[config.mk]
export PLATFORM = sky130hd
export DESIGN_NAME = uart_ctrl
export DESIGN_NICKNAME = d
export VERILOG_FILES = /design/src/rtl/uart_ctrl.sv
export SDC_FILE = /design/constraint.sdc
export NUM_CORES = 1
export LEC_CHECK = 0
export CAP_MARGIN = 15
export CORE_MARGIN = 2
export CORE_UTILIZATION = 60
export DETAILED_ROUTE_END_ITERATION = 8
export PLACE_DENSITY = 0.84
export SYNTH_ARGS = -nofsm -noshare
export SYNTH_HDL_FRONTEND = slang
export SYNTH_SLANG_ARGS = --single-unit
[constraint.sdc]
create_clock -name clk -period 5.95 [get_ports clk]
set_input_delay 1.19 -clock clk [delete_from_list [all_inputs] [get_ports clk]]
set_output_delay 1.19 -clock clk [all_outputs]
set_load 0.005 [all_outputs]
[src/rtl/uart_ctrl.sv]
// UART controller: 16x-oversampled TX/RX engines, byte FIFOs with fill counts, sticky RX errors, irq.
// Optional parity support is built when UART_CTRL_PARITY_EN is defined.

module uart_ctrl_fifo #(
  parameter int DEPTH = 16,
  parameter int AW    = $clog2(DEPTH)
) (
  input  logic          clk,
  input  logic          rstb,
  input  logic          push,
  input  logic [7:0]    push_data,
  input  logic          pop,
  output logic [7:0]    head,
  output logic [AW:0]   cnt,
  output logic          full,
  output logic          empty
);
  localparam logic [AW:0] DEPTH_C = (AW+1)'(DEPTH);

  logic [7:0]    mem [DEPTH];
  logic [AW-1:0] wr_ptr_reg, rd_ptr_reg;
  logic [AW:0]   cnt_reg, cnt_next;
  logic          full_reg, empty_reg;
  logic          do_push, do_pop;

  // Fullness is judged before a same-cycle pop, so a push into a full FIFO is always dropped.
  assign do_push = push & (cnt_reg != DEPTH_C);
  assign do_pop  = pop & (cnt_reg != '0);

  always_comb begin
    cnt_next = cnt_reg;
    case ({do_push, do_pop})
      2'b10:   cnt_next = cnt_reg + (AW+1)'(1);
      2'b01:   cnt_next = cnt_reg - (AW+1)'(1);
      default: cnt_next = cnt_reg;
    endcase
  end

  always_ff @(posedge clk) begin
    if (!rstb) begin
      wr_ptr_reg <= '0;
      rd_ptr_reg <= '0;
      cnt_reg    <= '0;
      full_reg   <= 1'b0;
      empty_reg  <= 1'b1;
    end else begin
      if (do_push) wr_ptr_reg <= wr_ptr_reg + AW'(1);
      if (do_pop)  rd_ptr_reg <= rd_ptr_reg + AW'(1);
      cnt_reg   <= cnt_next;
      full_reg  <= (cnt_next == DEPTH_C);
      empty_reg <= (cnt_next == '0);
    end
  end

  always_ff @(posedge clk) begin
    if (do_push) mem[wr_ptr_reg] <= push_data;
  end

  assign head  = empty_reg ? 8'h00 : mem[rd_ptr_reg];
  assign cnt   = cnt_reg;
  assign full  = full_reg;
  assign empty = empty_reg;
endmodule

module uart_ctrl #(
  parameter int TXFIFO_DEPTH = 16,
  parameter int RXFIFO_DEPTH = 16,
  parameter int RX_THRESH    = 1
) (
  input  logic                            clk,
  input  logic                            rstb,
  input  logic [15:0]                     baud_div,
  input  logic                            parity_en,
  input  logic                            parity_odd,
  input  logic                            two_stop,
  input  logic                            rx,
  output logic                            tx,
  input  logic                            wr_req,
  input  logic [7:0]                      wr_data,
  output logic                            wr_ready,
  input  logic                            rd_req,
  output logic [7:0]                      rd_data,
  output logic                            txfifo_full,
  output logic                            rxfifo_empty,
  output logic [$clog2(TXFIFO_DEPTH):0]   txfifo_cnt,
  output logic [$clog2(RXFIFO_DEPTH):0]   rxfifo_cnt,
  output logic                            tx_busy,
  input  logic                            err_clr,
  output logic                            rx_overrun,
  output logic                            rx_parity_err,
  output logic                            rx_frame_err,
  output logic                            irq
);
  localparam int RW = $clog2(RXFIFO_DEPTH) + 1;

  typedef enum logic [2:0] {
    S_IDLE  = 3'd0,
    S_START = 3'd1,
    S_DATA  = 3'd2,
    S_STOP  = 3'd3
`ifdef UART_CTRL_PARITY_EN
    , S_PARITY = 3'd4
`endif
  } state_t;

  logic par_en_cfg, par_odd_cfg;
`ifdef UART_CTRL_PARITY_EN
  assign par_en_cfg  = parity_en;
  assign par_odd_cfg = parity_odd;
`else
  assign par_en_cfg  = 1'b0;
  assign par_odd_cfg = 1'b0;
`endif

  // Shared oversample divider; >= guards against baud_div shrinking below the running count.
  logic [15:0] div_cnt_reg;
  logic        tick;
  assign tick = (div_cnt_reg >= baud_div);

  always_ff @(posedge clk) begin
    if (!rstb)     div_cnt_reg <= '0;
    else if (tick) div_cnt_reg <= '0;
    else           div_cnt_reg <= div_cnt_reg + 16'd1;
  end

  logic       tx_empty, tx_pop;
  logic [7:0] tx_head;

  uart_ctrl_fifo #(.DEPTH(TXFIFO_DEPTH)) u_txfifo (
    .clk       (clk),
    .rstb      (rstb),
    .push      (wr_req),
    .push_data (wr_data),
    .pop       (tx_pop),
    .head      (tx_head),
    .cnt       (txfifo_cnt),
    .full      (txfifo_full),
    .empty     (tx_empty)
  );

  assign wr_ready = ~txfifo_full;

  state_t     tx_state_reg, tx_state_next;
  logic [3:0] tx_tick_reg, tx_tick_next;
  logic [2:0] tx_bit_reg, tx_bit_next;
  logic [7:0] tx_shift_reg, tx_shift_next;
  logic       tx_par_bit_reg, tx_par_bit_next;
  logic       tx_par_en_reg, tx_par_en_next;
  logic       tx_two_reg, tx_two_next;
  logic       tx_stop2_reg, tx_stop2_next;
  logic       tx_line_reg, tx_line_next;
  logic       tx_load;

  always_ff @(posedge clk) begin
    if (!rstb) begin
      tx_state_reg   <= S_IDLE;
      tx_tick_reg    <= '0;
      tx_bit_reg     <= '0;
      tx_shift_reg   <= '0;
      tx_par_bit_reg <= 1'b0;
      tx_par_en_reg  <= 1'b0;
      tx_two_reg     <= 1'b0;
      tx_stop2_reg   <= 1'b0;
      tx_line_reg    <= 1'b1;
    end else begin
      tx_state_reg   <= tx_state_next;
      tx_tick_reg    <= tx_tick_next;
      tx_bit_reg     <= tx_bit_next;
      tx_shift_reg   <= tx_shift_next;
      tx_par_bit_reg <= tx_par_bit_next;
      tx_par_en_reg  <= tx_par_en_next;
      tx_two_reg     <= tx_two_next;
      tx_stop2_reg   <= tx_stop2_next;
      tx_line_reg    <= tx_line_next;
    end
  end

  always_comb begin
    tx_state_next   = tx_state_reg;
    tx_tick_next    = tx_tick_reg;
    tx_bit_next     = tx_bit_reg;
    tx_shift_next   = tx_shift_reg;
    tx_par_bit_next = tx_par_bit_reg;
    tx_par_en_next  = tx_par_en_reg;
    tx_two_next     = tx_two_reg;
    tx_stop2_next   = tx_stop2_reg;
    tx_load         = 1'b0;
    if (tick) begin
      if (tx_state_reg == S_IDLE) begin
        tx_load = ~tx_empty;
      end else begin
        tx_tick_next = tx_tick_reg + 4'd1;
        if (tx_tick_reg == 4'd15) begin
          case (tx_state_reg)
            S_START: begin
              tx_state_next = S_DATA;
              tx_bit_next   = 3'd0;
            end
            S_DATA: begin
              if (tx_bit_reg == 3'd7) begin
                tx_stop2_next = 1'b0;
`ifdef UART_CTRL_PARITY_EN
                tx_state_next = tx_par_en_reg ? S_PARITY : S_STOP;
`else
                tx_state_next = S_STOP;
`endif
              end else begin
                tx_bit_next   = tx_bit_reg + 3'd1;
                tx_shift_next = {1'b0, tx_shift_reg[7:1]};
              end
            end
`ifdef UART_CTRL_PARITY_EN
            S_PARITY: begin
              tx_state_next = S_STOP;
              tx_stop2_next = 1'b0;
            end
`endif
            S_STOP: begin
              // A queued byte starts straight out of the last stop bit, leaving no idle gap.
              if (tx_two_reg && !tx_stop2_reg) tx_stop2_next = 1'b1;
              else if (!tx_empty)              tx_load = 1'b1;
              else                             tx_state_next = S_IDLE;
            end
            default: tx_state_next = S_IDLE;
          endcase
        end
      end
    end
    if (tx_load) begin
      tx_state_next   = S_START;
      tx_tick_next    = 4'd0;
      tx_shift_next   = tx_head;
      tx_par_bit_next = (^tx_head) ^ par_odd_cfg;
      tx_par_en_next  = par_en_cfg;
      tx_two_next     = two_stop;
      tx_stop2_next   = 1'b0;
    end
  end

  always_comb begin
    tx_pop       = tx_load;
    tx_line_next = 1'b1;
    case (tx_state_next)
      S_START:  tx_line_next = 1'b0;
      S_DATA:   tx_line_next = tx_shift_next[0];
`ifdef UART_CTRL_PARITY_EN
      S_PARITY: tx_line_next = tx_par_bit_next;
`endif
      default:  tx_line_next = 1'b1;
    endcase
  end

  assign tx      = tx_line_reg;
  assign tx_busy = (tx_state_reg != S_IDLE);

  logic       rx_s1_reg, rx_s2_reg;
  state_t     rx_state_reg, rx_state_next;
  logic [3:0] rx_tick_reg, rx_tick_next;
  logic [2:0] rx_bit_reg, rx_bit_next;
  logic [7:0] rx_shift_reg, rx_shift_next;
  logic       rx_par_bit_reg, rx_par_bit_next;
  logic       rx_par_en_reg, rx_par_en_next;
  logic       rx_par_odd_reg, rx_par_odd_next;
  logic       rx_push, frame_set, par_set, ovr_set;
  logic       rx_full;

  always_ff @(posedge clk) begin
    if (!rstb) begin
      rx_s1_reg      <= 1'b1;
      rx_s2_reg      <= 1'b1;
      rx_state_reg   <= S_IDLE;
      rx_tick_reg    <= '0;
      rx_bit_reg     <= '0;
      rx_shift_reg   <= '0;
      rx_par_bit_reg <= 1'b0;
      rx_par_en_reg  <= 1'b0;
      rx_par_odd_reg <= 1'b0;
    end else begin
      rx_s1_reg      <= rx;
      rx_s2_reg      <= rx_s1_reg;
      rx_state_reg   <= rx_state_next;
      rx_tick_reg    <= rx_tick_next;
      rx_bit_reg     <= rx_bit_next;
      rx_shift_reg   <= rx_shift_next;
      rx_par_bit_reg <= rx_par_bit_next;
      rx_par_en_reg  <= rx_par_en_next;
      rx_par_odd_reg <= rx_par_odd_next;
    end
  end

  always_comb begin
    rx_state_next   = rx_state_reg;
    rx_tick_next    = rx_tick_reg;
    rx_bit_next     = rx_bit_reg;
    rx_shift_next   = rx_shift_reg;
    rx_par_bit_next = rx_par_bit_reg;
    rx_par_en_next  = rx_par_en_reg;
    rx_par_odd_next = rx_par_odd_reg;
    if (tick) begin
      rx_tick_next = rx_tick_reg + 4'd1;
      case (rx_state_reg)
        S_IDLE: begin
          if (!rx_s2_reg) begin
            rx_state_next   = S_START;
            rx_tick_next    = 4'd0;
            rx_par_en_next  = par_en_cfg;
            rx_par_odd_next = par_odd_cfg;
          end
        end
        S_START: begin
          // Mid-start check; a line back high here was a glitch.
          if (rx_tick_reg == 4'd7) begin
            rx_tick_next  = 4'd0;
            rx_bit_next   = 3'd0;
            rx_state_next = rx_s2_reg ? S_IDLE : S_DATA;
          end
        end
        S_DATA: begin
          if (rx_tick_reg == 4'd15) begin
            rx_shift_next = {rx_s2_reg, rx_shift_reg[7:1]};
            if (rx_bit_reg == 3'd7) begin
`ifdef UART_CTRL_PARITY_EN
              rx_state_next = rx_par_en_reg ? S_PARITY : S_STOP;
`else
              rx_state_next = S_STOP;
`endif
            end else begin
              rx_bit_next = rx_bit_reg + 3'd1;
            end
          end
        end
`ifdef UART_CTRL_PARITY_EN
        S_PARITY: begin
          if (rx_tick_reg == 4'd15) begin
            rx_par_bit_next = rx_s2_reg;
            rx_state_next   = S_STOP;
          end
        end
`endif
        S_STOP: begin
          if (rx_tick_reg == 4'd15) rx_state_next = S_IDLE;
        end
        default: rx_state_next = S_IDLE;
      endcase
    end
  end

  always_comb begin
    rx_push   = tick && (rx_state_reg == S_STOP) && (rx_tick_reg == 4'd15);
    frame_set = rx_push && !rx_s2_reg;
`ifdef UART_CTRL_PARITY_EN
    par_set   = rx_push && rx_par_en_reg &&
                (rx_par_bit_reg != ((^rx_shift_reg) ^ rx_par_odd_reg));
`else
    par_set   = 1'b0;
`endif
    ovr_set   = rx_push && rx_full;
  end

  uart_ctrl_fifo #(.DEPTH(RXFIFO_DEPTH)) u_rxfifo (
    .clk       (clk),
    .rstb      (rstb),
    .push      (rx_push),
    .push_data (rx_shift_reg),
    .pop       (rd_req),
    .head      (rd_data),
    .cnt       (rxfifo_cnt),
    .full      (rx_full),
    .empty     (rxfifo_empty)
  );

  // Sticky flags: a set in the same cycle as err_clr wins.
  logic ovr_reg, par_err_reg, frame_err_reg;
  always_ff @(posedge clk) begin
    if (!rstb) begin
      ovr_reg       <= 1'b0;
      par_err_reg   <= 1'b0;
      frame_err_reg <= 1'b0;
    end else begin
      ovr_reg       <= ovr_set   | (ovr_reg & ~err_clr);
      par_err_reg   <= par_set   | (par_err_reg & ~err_clr);
      frame_err_reg <= frame_set | (frame_err_reg & ~err_clr);
    end
  end

  assign rx_overrun    = ovr_reg;
  assign rx_parity_err = par_err_reg;
  assign rx_frame_err  = frame_err_reg;
  assign irq = (rxfifo_cnt >= RW'(RX_THRESH)) | ovr_reg | par_err_reg | frame_err_reg;

`ifndef UART_CTRL_PARITY_EN
  logic unused_par;
  assign unused_par = ^{parity_en, parity_odd, tx_par_en_reg, tx_par_bit_reg,
                        rx_par_en_reg, rx_par_odd_reg, rx_par_bit_reg};
`endif
endmodule
==> results.toml <==
[cells_and_area]
fin_nets = 1119
final_common_cell = "edfxtp_1"
diodes = 0
syn_to_final_growth_pct = 13.8
fill_cells = 1545
drive_gt1_share_pct = 14.4
layout_common_cells = "256 x edfxtp_1, 104 x nor2_1, 94 x dfxtp_1"

[routing]
drt_pass1_iterations = 5
vias_per_cell = 5.94
antenna_left = 0
wl_um = 28600
drcViolationCount = 0
drt-initial-drc-count = 614
post_drt_wl_per_cell_um = 20.5
vias = 8284

[logic_synthesis]
ys_seq_area_share_pct = 65.6
synth-async-reset-ratio_pct = 0
synth_edf_count = 256
syn_avg_cell_area_um2 = 15.0
synth-seq-cells = 353
syn_nets = 1055
synth_cell_types = 55
yosysWarnings = 0
synth_flop_cell = "edfxtp_1"
synthesis.area_um2 = 14700
synth_cells = 981

[clocking]
clockRootBuffer = "clkbuf_16"
cts_setup_buffers = 0
cts_tree = "yes"
ctsHoldBuffers = 0
clock-sinks = 353
htree_levels = 2
cts_resized = 0
clk-insertion-delay-late_ns = 0.51
clkSlewWorstSetupHoldPaths_ns = 0.06
cts_made_buffers = 36
cts_buffer_depth = 3

[timing]
grt_setup_unrepaired = "false"
drv_slew = 0
hold_slack_ns = 0.411
worst_slew_pin_slew_ns = 0.946
fin_skew_ns = 0.0262
max_freq_mhz = 207
max_slew_margin_pct = 36.9
post-route-min-period_ns = 4.83
hold_viol_final = 0
finalSetupViolCount = 0
period_share_pct = 81.2
setup_tns_ns = 0

[grt]
grt_use_total_pct = 22.6
antenna_found_initial = 0
grt_pass1_vias = 8570
grt_pass1_wl_um = 45500
grt_overflow = 0
grt_max_degree = 34

[worst_hold_path]
hold_start = "rx_s1_reg"
worstHoldPathType = "reg2reg"
hold_end = "rx_s2_reg"
min_path_cells = 1

[run_status]
outcome = "finished, final reports clean"

[power]
irDropWorstVdd_mv = 0.274
p_sw_share_pct = 19.7
clkPwrFrac_pct = 43.6
seqPwrFrac_pct = 53.9
p_comb_share_pct = 2.5
p_int_mw = 3.95
power_density_nw_per_um2 = 294
p_sw_mw = 0.967
power_leakage_nw = 6.10

[critical_path]
endpoint_kind = "flip-flop"
cp-start-kind = "input pin"
timing.rr.start = "div_cnt_reg[13]"
cp_max_fo = 9
crit_type = "in2reg"
rrSetupSlack_ns = 1.94
required_ns = 6.34
r2r-end = "u_txfifo.empty"
ff2ff_path_depth = 17
cp.arrival_ns = 5.23

[die]
die_y_um = 160
die_w_um = 160
rows = 57
io_pins = 60
floorplan.initialDensity_pct = 60.8
core_area_um2 = 24200
fp.dieArea_um2 = 25700

[placed_design]
hpwl_um = 18600
place_congestion = 0.837
io_buffers = 57

[flow_run]
max_cap_viol_count = 0
==> how the worst max path moves through the flow <==
stage	start	end	depth (start not counted)
finish	baud_div[15]	u_txfifo.empty	19
global route	baud_div[15]	u_txfifo.empty	19
CTS	baud_div[15]	u_txfifo.empty	19
detailed placement	baud_div[15]	u_txfifo.empty	19
global placement	baud_div[15]	u_txfifo.empty	19
floorplan	baud_div[1]	u_txfifo.empty	20
==> stage by stage <==
stage	utilization (%)	instance area, um^2	worst slack (ns)	instances	total power, mW
4_1_cts	69.1	16700	1.15	1395	4.94
5_1_grt	69.1	16700	0.836	1395	5.05
3_3_place_gp	64.5	15600	0.689	1331	2.82
2_1_floorplan	-	14700	1.47	981	2.76
3_5_place_dp	64.5	15600	0.649	1331	2.82
6_report	69.1	16700	1.12	1395	4.91
==> worst max-delay path, cell delays in order <==
cell and delay (ns):
clkdlybuf4s50_1 0.45, inv_1 0.04, ha_1 0.30, nand4_1 0.14, nor3_2 0.30, nand2_1 0.25
a31oi_1 0.54, and2_1 0.32, ha_1 0.39, xor2_1 0.19, ha_1 0.22, a21o_1 0.13
nand2_1 0.05, a21o_1 0.16, a31oi_1 0.19, xor2_1 0.16, nand2_1 0.08, inv_1 0.08
a21oi_1 0.04
==> synthesized netlist by cell type, drive strengths merged, types with 2 or more instances <==
library cell	number	area, um^2
a211oi	4	30.0
a21o	4	30.0
a21oi	34	170
a22oi	10	75.1
a31oi	9	62.6
and2	5	31.3
and3	28	175
buf	16	73.8
clkbuf	29	109
dfxtp	97	1940
edfxtp	256	7690
ha	41	513
inv	43	161
mux2i	18	180
mux4	79	1780
nand2	48	180
nand2b	7	43.8
nand3	24	120
nand4	5	31.3
nor2	104	390
nor2b	17	106
nor3	16	90.1
nor4b	3	26.3
o2111ai	3	26.3
o21a	2	15.0
o21ai	15	75.1
o22ai	2	12.5
o32ai	3	26.3
or2	2	12.5
or4b	2	20.0
xnor2	14	123
xor2	23	201
==> layout make-up <==
cell class	instances	area (um^2)	share of cell area, %
clock inverters	13	129	0.771
repair buffers	71	676	4.04
clock buffers	51	991	5.93
well taps	324	405	2.43
flip-flops and latches	353	9630	57.6
inverters	43	161	0.966
multi-input cells	540	4720	28.2
==> logic make-up after synthesis <==
group                    after synthesis  share of synthesized area [%]
XOR/XNOR                              37                           2.21
buffers and inverters                 88                           2.34
multiplexers                          97                           13.3
AND/OR/NAND/NOR                      266                           8.61
adder cells (fa/ha/maj)               41                           3.49
flip-flops                           353                           65.6
AO/OA/AOI/OAI                         99                           4.45
==> metal layers <==
layer,vias up,track usage [%],part of all wire [%],wire length (um)
met1,4168,28.0,39,11300
met5,-,0,0,0
met4,0,7.13,2.6,754
met2,219,40.9,54,15300
li1,3842,-,-,-
met3,55,3.56,4.4,1260
==> power by group through the flow <==
stage	combinational, mW	clock, mW	sequential, mW
global route	0.135	2.26	2.65
detailed placement	0.122	0	2.70
global placement	0.117	0	2.70
finish	0.122	2.14	2.65
floorplan	0.0649	0	2.70
CTS	0.123	2.17	2.65
Power figures use the tool's default switching activity.
